## src/rtl/sysid_chk_pkg.sv

```systemverilog
// Shared types and constants for the system-ID check master.
package sysid_chk_pkg;

  typedef enum logic [2:0] {
    IDLE,
    ID_REQ,
    ID_WAIT,
    TS_REQ,
    TS_WAIT,
    FIN
  } state_t;

  localparam logic ADDR_ID = 1'b0;
  localparam logic ADDR_TS = 1'b1;

endpackage

```

## src/rtl/sysid_chk_timeout.sv

```systemverilog
// Per-transaction cycle counter; expire is high during the TIMEOUT_CYC-th enabled cycle.
module sysid_chk_timeout #(
  parameter int unsigned TIMEOUT_CYC = 255
) (
  input  logic clock,
  input  logic reset_n,
  input  logic clear,
  input  logic enable,
  output logic expire
);

  localparam int unsigned W = $clog2(TIMEOUT_CYC + 1);
  localparam logic [W-1:0] LAST = W'(TIMEOUT_CYC - 1);

  logic [W-1:0] cnt;

  always_ff @(posedge clock) begin
    if (!reset_n) begin
      cnt <= '0;
    end else if (clear) begin
      cnt <= '0;
    end else if (enable) begin
      cnt <= cnt + W'(1);
    end
  end

  assign expire = enable && (cnt == LAST);

endmodule

```

## src/rtl/sysid_check_master.sv

```systemverilog
// Avalon-MM read initiator that checks the system-ID slave's ID and timestamp words.
module sysid_check_master
  import sysid_chk_pkg::*;
#(
  parameter logic [31:0] EXP_ID      = 32'd0,
  parameter logic [31:0] EXP_TS      = 32'd1577004102,
  parameter int unsigned TIMEOUT_CYC = 255,
  parameter bit          AUTO_START  = 1'b1
) (
  input  logic        clock,
  input  logic        reset_n,
  input  logic        start,
  output logic        av_address,
  output logic        av_read,
  input  logic        av_waitrequest,
  input  logic [31:0] av_readdata,
  input  logic        av_readdatavalid,
  output logic        busy,
  output logic        done,
  output logic        id_ok,
  output logic        ts_ok,
  output logic        timeout,
  output logic [31:0] id_value,
  output logic [31:0] ts_value
);

  state_t state, state_next;
  logic   auto_pend;
  logic   cap_id, cap_ts, set_to;
  logic   tmo_clear, tmo_enable, expire;

  sysid_chk_timeout #(.TIMEOUT_CYC(TIMEOUT_CYC)) u_timeout (
    .clock   (clock),
    .reset_n (reset_n),
    .clear   (tmo_clear),
    .enable  (tmo_enable),
    .expire  (expire)
  );

  always_ff @(posedge clock) begin
    if (!reset_n) state <= IDLE;
    else          state <= state_next;
  end

  // Data arriving on the expiry cycle takes priority over the abort.
  always_comb begin
    state_next = state;
    cap_id     = 1'b0;
    cap_ts     = 1'b0;
    set_to     = 1'b0;
    case (state)
      IDLE: if (start || auto_pend) state_next = ID_REQ;
      ID_REQ: begin
        if (!av_waitrequest && av_readdatavalid) begin
          cap_id     = 1'b1;
          state_next = TS_REQ;
        end else if (expire) begin
          set_to     = 1'b1;
          state_next = FIN;
        end else if (!av_waitrequest) begin
          state_next = ID_WAIT;
        end
      end
      ID_WAIT: begin
        if (av_readdatavalid) begin
          cap_id     = 1'b1;
          state_next = TS_REQ;
        end else if (expire) begin
          set_to     = 1'b1;
          state_next = FIN;
        end
      end
      TS_REQ: begin
        if (!av_waitrequest && av_readdatavalid) begin
          cap_ts     = 1'b1;
          state_next = FIN;
        end else if (expire) begin
          set_to     = 1'b1;
          state_next = FIN;
        end else if (!av_waitrequest) begin
          state_next = TS_WAIT;
        end
      end
      TS_WAIT: begin
        if (av_readdatavalid) begin
          cap_ts     = 1'b1;
          state_next = FIN;
        end else if (expire) begin
          set_to     = 1'b1;
          state_next = FIN;
        end
      end
      FIN:     state_next = IDLE;
      default: state_next = IDLE;
    endcase
  end

  always_comb begin
    av_read    = (state == ID_REQ) || (state == TS_REQ);
    av_address = (state == TS_REQ) ? ADDR_TS : ADDR_ID;
    busy       = (state != IDLE);
    done       = (state == FIN);
  end

  assign tmo_clear  = ((state_next == ID_REQ) && (state != ID_REQ)) ||
                      ((state_next == TS_REQ) && (state != TS_REQ));
  assign tmo_enable = (state == ID_REQ) || (state == ID_WAIT) ||
                      (state == TS_REQ) || (state == TS_WAIT);

  always_ff @(posedge clock) begin
    if (!reset_n) begin
      auto_pend <= AUTO_START;
      id_ok     <= 1'b0;
      ts_ok     <= 1'b0;
      timeout   <= 1'b0;
      id_value  <= '0;
      ts_value  <= '0;
    end else begin
      if ((state == IDLE) && (state_next == ID_REQ)) begin
        auto_pend <= 1'b0;
        id_ok     <= 1'b0;
        ts_ok     <= 1'b0;
        timeout   <= 1'b0;
        id_value  <= '0;
        ts_value  <= '0;
      end
      if (cap_id) begin
        id_value <= av_readdata;
        id_ok    <= (av_readdata == EXP_ID);
      end
      if (cap_ts) begin
        ts_value <= av_readdata;
        ts_ok    <= (av_readdata == EXP_TS);
      end
      if (set_to) timeout <= 1'b1;
    end
  end

endmodule
```

## config.mk

```make
export PLATFORM = sky130hd
export DESIGN_NAME = sysid_check_master
export DESIGN_NICKNAME = d
export VERILOG_FILES = /design/src/rtl/sysid_chk_pkg.sv /design/src/rtl/sysid_chk_timeout.sv /design/src/rtl/sysid_check_master.sv
export SDC_FILE = /design/constraint.sdc
export NUM_CORES = 1
export LEC_CHECK = 0
export BUFFER_PORTS_ARGS = -buffer_cell sky130_fd_sc_hd__buf_2
export CORE_MARGIN = 2
export CORE_UTILIZATION = 45
export DETAILED_ROUTE_END_ITERATION = 7
export HOLD_SLACK_MARGIN = 0.12
export PLACE_DENSITY = 0.75
export SYNTH_ARGS = -nofsm -noshare
export SYNTH_HDL_FRONTEND = slang
export SYNTH_SLANG_ARGS = --single-unit
```

## constraint.sdc

```tcl
create_clock -name clock -period 2.56 [get_ports clock]
set_input_delay 0.384 -clock clock [delete_from_list [all_inputs] [get_ports clock]]
set_output_delay 0.384 -clock clock [all_outputs]
set_load 0.03 [all_outputs]
```

==> results of run 1 <==
-- through the flow --
step | area (µm²) | instances | utilization, % | worst slack [ps]
final | 4270 | 604 | 56.1 | 366
after detailed placement | 4040 | 588 | 53.1 | 424
after global placement | 4040 | 588 | 53.1 | 497
after floorplan | 3470 | 401 | - | 702
after CTS | 4270 | 604 | 56.1 | 382
after global routing | 4270 | 604 | 56.1 | 185
-- kinds of logic after synthesis --
logic type                 after synthesis  share of synthesized area [%]
buffers and inverters                   35                           4.97
and+or+nand+nor                        193                           26.0
xor gates and xnor gates                 7                           1.77
DFF                                     79                           45.6
AOI/OAI and AO/OA                       52                           11.4
muxes                                   33                           9.52
adders and majority gates                2                          0.721
-- report_power, final --
group	switching [mW]	internal [mW]	total (mW)
clock network	0.467	0.579	1.05
registers	0.0848	1.33	1.42
logic	0.619	0.306	0.925
total	1.17	2.22	3.39
-- worst paths after layout --
path	end	slack [ps]
worst min-delay path	ts_value[8]	290
worst max-delay path	ts_value[22]	370
worst max register to register	ts_value[22]	370
worst min register to register	id_value[20]	460
-- Yosys cell counts, types with 3 or more instances --
master    instances  share of area, %
inv_1             7              0.76
clkbuf_1         10               1.1
xnor2_1           4               1.0
o21a_1            5               1.1
mux2i_1          33               9.5
buf_1             4              0.43
nor3_1            6              0.87
nand4_1           8               1.4
and3_1            7               1.3
a21boi_1         17               3.7
buf_2             9               1.3
nand2_1         105                11
o21ai_0           3              0.43
a21boi_0         15               3.2
nor4_1            8               1.4
nand3_1          37               5.3
nor2_1            5              0.54
dfxtp_1          79                46
xor2_1            3              0.76
buf_6             3              0.97
-- routing by layer --
metal	track usage, %	vias to the layer above
met5	0	-
met4	8.58	0
met3	6.33	18
met2	34.3	128
met1	28.5	1495
li1	-	1561
-- sequential cells by signal, indices dropped and copies added (netlist names) --
signal	cells
auto_pend	1
id_ok	1
id_value	32
state	3
timeout	1
ts_ok	1
ts_value	32
u_timeout.cnt	8
-- layout make-up --
| type | count | area (µm²) |
|---|---|---|
| clock buffers | 10 | 138 |
| fillers | 715 | 3340 |
| well taps | 102 | 128 |
| inverters | 7 | 26.3 |
| multi-input cells | 287 | 1720 |
| repair buffers | 113 | 581 |
| flip-flops and latches | 79 | 1580 |
| clock inverters | 6 | 91.3 |
-- worst max-delay path: cells and delay by family, from the launching register on --
kind            cells  cell delay, ps
compound gates      2             770
buf+inv             1             400
flops               1             520
simple gates        3             420
==> results.json, run 1 <==
{
  "cts_buffer_depth": 2,
  "finClkSkew_ps": 8.73,
  "worstPathMaxFanout": 21,
  "r2r-start": "state[2]",
  "status": "complete, no violations",
  "clock_latency_ps": 350,
  "tns_ps": 0,
  "layout_commonest_cell": "buf_2",
  "critPathLaunch": "state[2]",
  "cts_hold_buf": 0,
  "grt_pass1_vias": 2981,
  "dp_hpwl_mm": 6.31,
  "synth_flop_cell": "dfxtp_1",
  "synth_enable_flop_cells": 0,
  "cp.required_ps": 2840,
  "min_period_ps": 2190,
  "antenna_found_initial": 0,
  "drtIter0Drc": 193,
  "cap_violations": 0,
  "start_util_pct": 45.6,
  "power_leakage_nw": 2.01,
  "clkSinkCount": 79,
  "min_period_over_period_pct": 85.7,
  "dieArea_um2": 8430,
  "wl_met2_mm": 4.27,
  "io_pins": 108,
  "setup.worst_path.class": "reg2reg",
  "synth_area_um2": 3470,
  "core-area_um2": 7610,
  "hold_viol": 0,
  "crit_slowest_cell": "o21ai_2",
  "drive_above_1_share_pct": 27.5,
  "port_buffers": 107,
  "wl_met1_mm": 3.84,
  "cts.clk_slew.worst_paths_ps": 90,
  "cts_resized": 0,
  "vias": 3202,
  "ys_types": 44,
  "grt_use_total_pct": 21.9,
  "hp-class": "in2reg",
  "hold_slack_ps": 291,
  "max_slew_margin_pct": 51.2,
  "drtAntennaViolNets": 0,
  "die_h_um": 91.8,
  "syn_nets": 440,
  "globalplace.congestion": 0.873,
  "cts_tree": "yes",
  "p_per_area_nw_per_um2": 795,
  "highest_layer": "met4",
  "start_kind": "register",
  "report.final.setup_viol": 0,
  "layout_common_cells": "buf_2 (107), nand2_1 (105), dfxtp_1 (79), nand3_1 (37), mux2i_1 (33)",
  "synth_seq_cells": 79,
  "yosysWarnings": 0,
  "worstPathCellList": "nand3b_1 -> nor2_1 -> o21ai_2 -> buf_4 -> nand3_1 -> a21boi_0",
  "cp.arrival_ps": 2470,
  "postCtsSetupRepairBufs": 0,
  "cts_root_buf": "clkbuf_8",
  "fmax_mhz": 456,
  "dr_wl_met3_um": 818,
  "synthArstFlopShare_pct": 0,
  "worst_pin_slew_ps": 732,
  "wl_per_cell_um": 15.1,
  "rsz0062_at_grt": "false",
  "min_path_cells": 3,
  "avgSynthCellArea_um2": 8.66,
  "rows": 32,
  "drc": 0,
  "slowest_delay_ps": 580,
  "worstHoldStart": "av_readdata[8]",
  "cts_buffers": 9,
  "fp.dieW_um": 91.8,
  "maxSlewViolCount": 0,
  "syn_to_final_growth_pct": 22.9,
  "overflow": 0,
  "num_antenna_cells": 0,
  "grt_max_degree": 72,
  "vdd_ir_drop_max_uv": 459,
  "synth_cells": 401,
  "synth-seq-area-share_pct": 45.6,
  "total_power_mw": 3.39,
  "cp-end-kind": "register",
  "ff2ff_path_depth": 6,
  "layout.nets": 536,
  "drtPass1Iterations": 4,
  "grt_pass1_wl_mm": 14.6,
  "viasPerCell": 5.30,
  "h-tree-depth": 3,
  "drt-total-wl_mm": 9.13
}
Note: power is estimated with default switching activity, not from simulation.
==> run 2, diff against run 1 <==
- ABC_AREA: default -> 1
- SYNTH_HIERARCHICAL: default -> 1
==> run 2 against run 1 <==
Combinational power is 41% lower. Critical path type unchanged. Die area is 2.9% lower. Setup slack better by 220 ps. Synthesized cell count is 15% higher. Sequential cell count stayed put. Clock power hardly changed. Area after synthesis is 3.0% lower.
==> results.json, run 2 <==
{
  "status": "complete, no violations",
  "netlist_top_cells_count": "nand2_1 (182), dfxtp_1 (79), a21oi_1 (65)",
  "hold_end": "auto_pend",
  "rows": 31,
  "layout.nets": 602,
  "synthAdderAreaFrac_pct": 0.743,
  "postCtsSetupRepairBufs": 0,
  "met2_usage_pct": 35.0,
  "start_util_pct": 46.4,
  "drive_above_1_share_pct": 26.6,
  "num_antenna_cells": 0,
  "synth_flop_cell": "dfxtp_1",
  "synthSimpleGateAreaFrac_pct": 32.0,
  "crit_slowest_cell": "nor3_1",
  "dieArea_um2": 8190,
  "vias": 3299,
  "regToRegEndpoint": "state[2]",
  "cp.required_ps": 2840,
  "cts_tree": "yes",
  "worst_pin_slew_ps": 606,
  "layout_commonest_cell": "nand2_1",
  "avgSynthCellArea_um2": 7.29,
  "grt_max_degree": 35,
  "die_h_um": 90.5,
  "report.final.setup_viol": 0,
  "ys_types": 23,
  "synth_enable_flop_cells": 0,
  "tns_ps": 0,
  "syn_to_final_growth_pct": 21.9,
  "clock_latency_ps": 360,
  "crit_family": "simple AND/OR/NAND/NOR gates",
  "worstPathCellList": "nor2_2 -> nand2_1 -> nand2_1 -> nand4_1 -> nor3_1 -> inv_1 -> nor3_1 -> nor3_1 -> nor2_1",
  "drtPass1Iterations": 5,
  "drtAntennaViolNets": 0,
  "switching_share_pct": 31.3,
  "max_slew_margin_pct": 59.5,
  "viasPerCell": 4.95,
  "io_pins": 108,
  "final_area_um2": 4100,
  "total_power_mw": 2.87,
  "cts_hold_buf": 0,
  "wl_per_cell_um": 12.7,
  "worstHoldStart": "reset_n",
  "grt_pass1_wl_mm": 14.1,
  "min_path_cells": 2,
  "path_common_cell": "nor3_1",
  "p_per_area_nw_per_um2": 700,
  "cts_root_buf": "clkbuf_8",
  "p_sw_mw": 0.897,
  "finClkSkew_ps": 12.2,
  "yosysWarnings": 6,
  "cts_buffer_depth": 2,
  "fmax_mhz": 507,
  "reg_top3": "id_value: 32 flops, ts_value: 32 flops, u_timeout/cnt: 8 flops",
  "cap_violations": 0,
  "critPathBufInv": 1,
  "synth_area_um2": 3370,
  "drc": 0,
  "dp_hpwl_mm": 5.88,
  "placed_area_um2": 3890,
  "hold_viol": 0,
  "cp.depth": 9,
  "cp.arrival_ps": 2260,
  "globalplace.congestion": 0.820,
  "hp-class": "in2reg",
  "synth_top_family_by_area": "simple AND/OR/NAND/NOR gates",
  "rsz0062_at_grt": "false",
  "synth_seq_cells": 79,
  "synth_most_common_cell": "nand2_1",
  "h-tree-depth": 3,
  "synth_top_area_share_pct": 47.0,
  "core-area_um2": 7250,
  "synth_area_leader_cell": "dfxtp_1",
  "min_period_over_period_pct": 77.0,
  "comb_power_share_pct": 19.0,
  "cts.clk_slew.worst_paths_ps": 80,
  "met3_usage_pct": 4.76,
  "critPathLaunch": "state[1]",
  "clkPwrFrac_pct": 35.5,
  "synth_xor_area_share_pct": 0,
  "muxShareOfSynthArea_pct": 0,
  "ff2ff_path_depth": 9,
  "min_period_ps": 1970,
  "fin_util_pct": 56.6,
  "setup.worst_path.class": "reg2reg",
  "cts_resized": 0,
  "clkSinkCount": 79,
  "synth_top_cells_by_area": "dfxtp_1 (47%), nand2_1 (20%), a21oi_1 (9.7%)",
  "synth-compound-area-share_pct": 13.1,
  "synth-seq-area-share_pct": 47.0,
  "power.internal_mw": 1.97,
  "grt_use_total_pct": 21.4,
  "synth_cells": 462,
  "maxSlewViolCount": 0,
  "slowest_delay_ps": 410,
  "cp-end-kind": "register",
  "drt-total-wl_mm": 8.47,
  "overflow": 0,
  "layout_common_cells": "nand2_1 (182), buf_2 (107), dfxtp_1 (79), a21oi_1 (65), nor2_1 (44)",
  "start_kind": "register",
  "port_buffers": 107,
  "power_leakage_nw": 1.77,
  "vdd_ir_drop_max_uv": 348,
  "final_cells": 667,
  "cts_buffers": 9,
  "p_seq_share_pct": 45.5,
  "use_met1_pct": 26.6,
  "antenna_found_initial": 0,
  "drtIter0Drc": 157,
  "grt.busiest_layer": "met2",
  "rrSetupSlack_ps": 590,
  "dp.cells": 651,
  "r2r-start": "state[1]",
  "syn_nets": 501,
  "synthArstFlopShare_pct": 0,
  "fp.dieW_um": 90.5,
  "worstPathMaxFanout": 8,
  "grt_pass1_vias": 3058
}
run 2: changes by cell type in the layout (fill, tap and decap cells not counted), sizes merged, moves of 5 or more:
cell and change:
nand2 +82, a21oi +70, nor2 +46, mux2i -33
a21boi -32, nand3 -28, inv +16, nor4 -8
and3 -7, nand4 -5, o21a -5
run 2: through the flow:
stage | hold WS (ps) | setup WS, ps
after floorplan | 420 | 864
after global placement | 434 | 706
after detailed placement | 433 | 630
after CTS | 261 | 602
after global routing | 285 | 347
final | 269 | 589
run 2: worst reg2reg max path, delay by kind of cell, from the launching register on:
family        cells  cell delay [ps]
simple gates      8             1330
flops             1              390
buf+inv           1              170
run 2: cell type report:
class	instances	area [µm²]
Timing Repair Buffer	110	558
Clock buffer	11	131
Tap cell	99	124
Inverter	23	86.3
Multi-Input combinational cell	340	1540
Clock inverter	5	81.3
Sequential cell	79	1580
Fill cell	698	3150
run 2: power groups by stage:
stage	logic, mW	registers, mW	clock network [mW]
3_5_place_dp	0.552	1.33	0
2_1_floorplan	0.384	1.39	0
3_3_place_gp	0.544	1.33	0
6_report	0.546	1.31	1.02
4_1_cts	0.555	1.31	1.03
5_1_grt	0.607	1.31	1.09
run 2: per-layer routing:
layer / part of all wire (%) / vias to the layer above
li1: - / 1674
met1: 44 / 1487
met2: 47 / 118
met3: 5.6 / 20
met4: 3.1 / 0
met5: 0 / -
run 2: kinds of logic after synthesis:
| family | count (synthesis) |
|---|---|
| simple gates | 256 |
| compound gates | 82 |
| flops | 79 |
| buf+inv | 43 |
| fa+ha+maj | 2 |
run 2: worst max path at each step:
stage and end:
2_1_floorplan u_timeout/cnt[1], 3_3_place_gp u_timeout/cnt[1], 3_5_place_dp state[2], 4_1_cts state[2], 5_1_grt state[2], 6_report state[2]
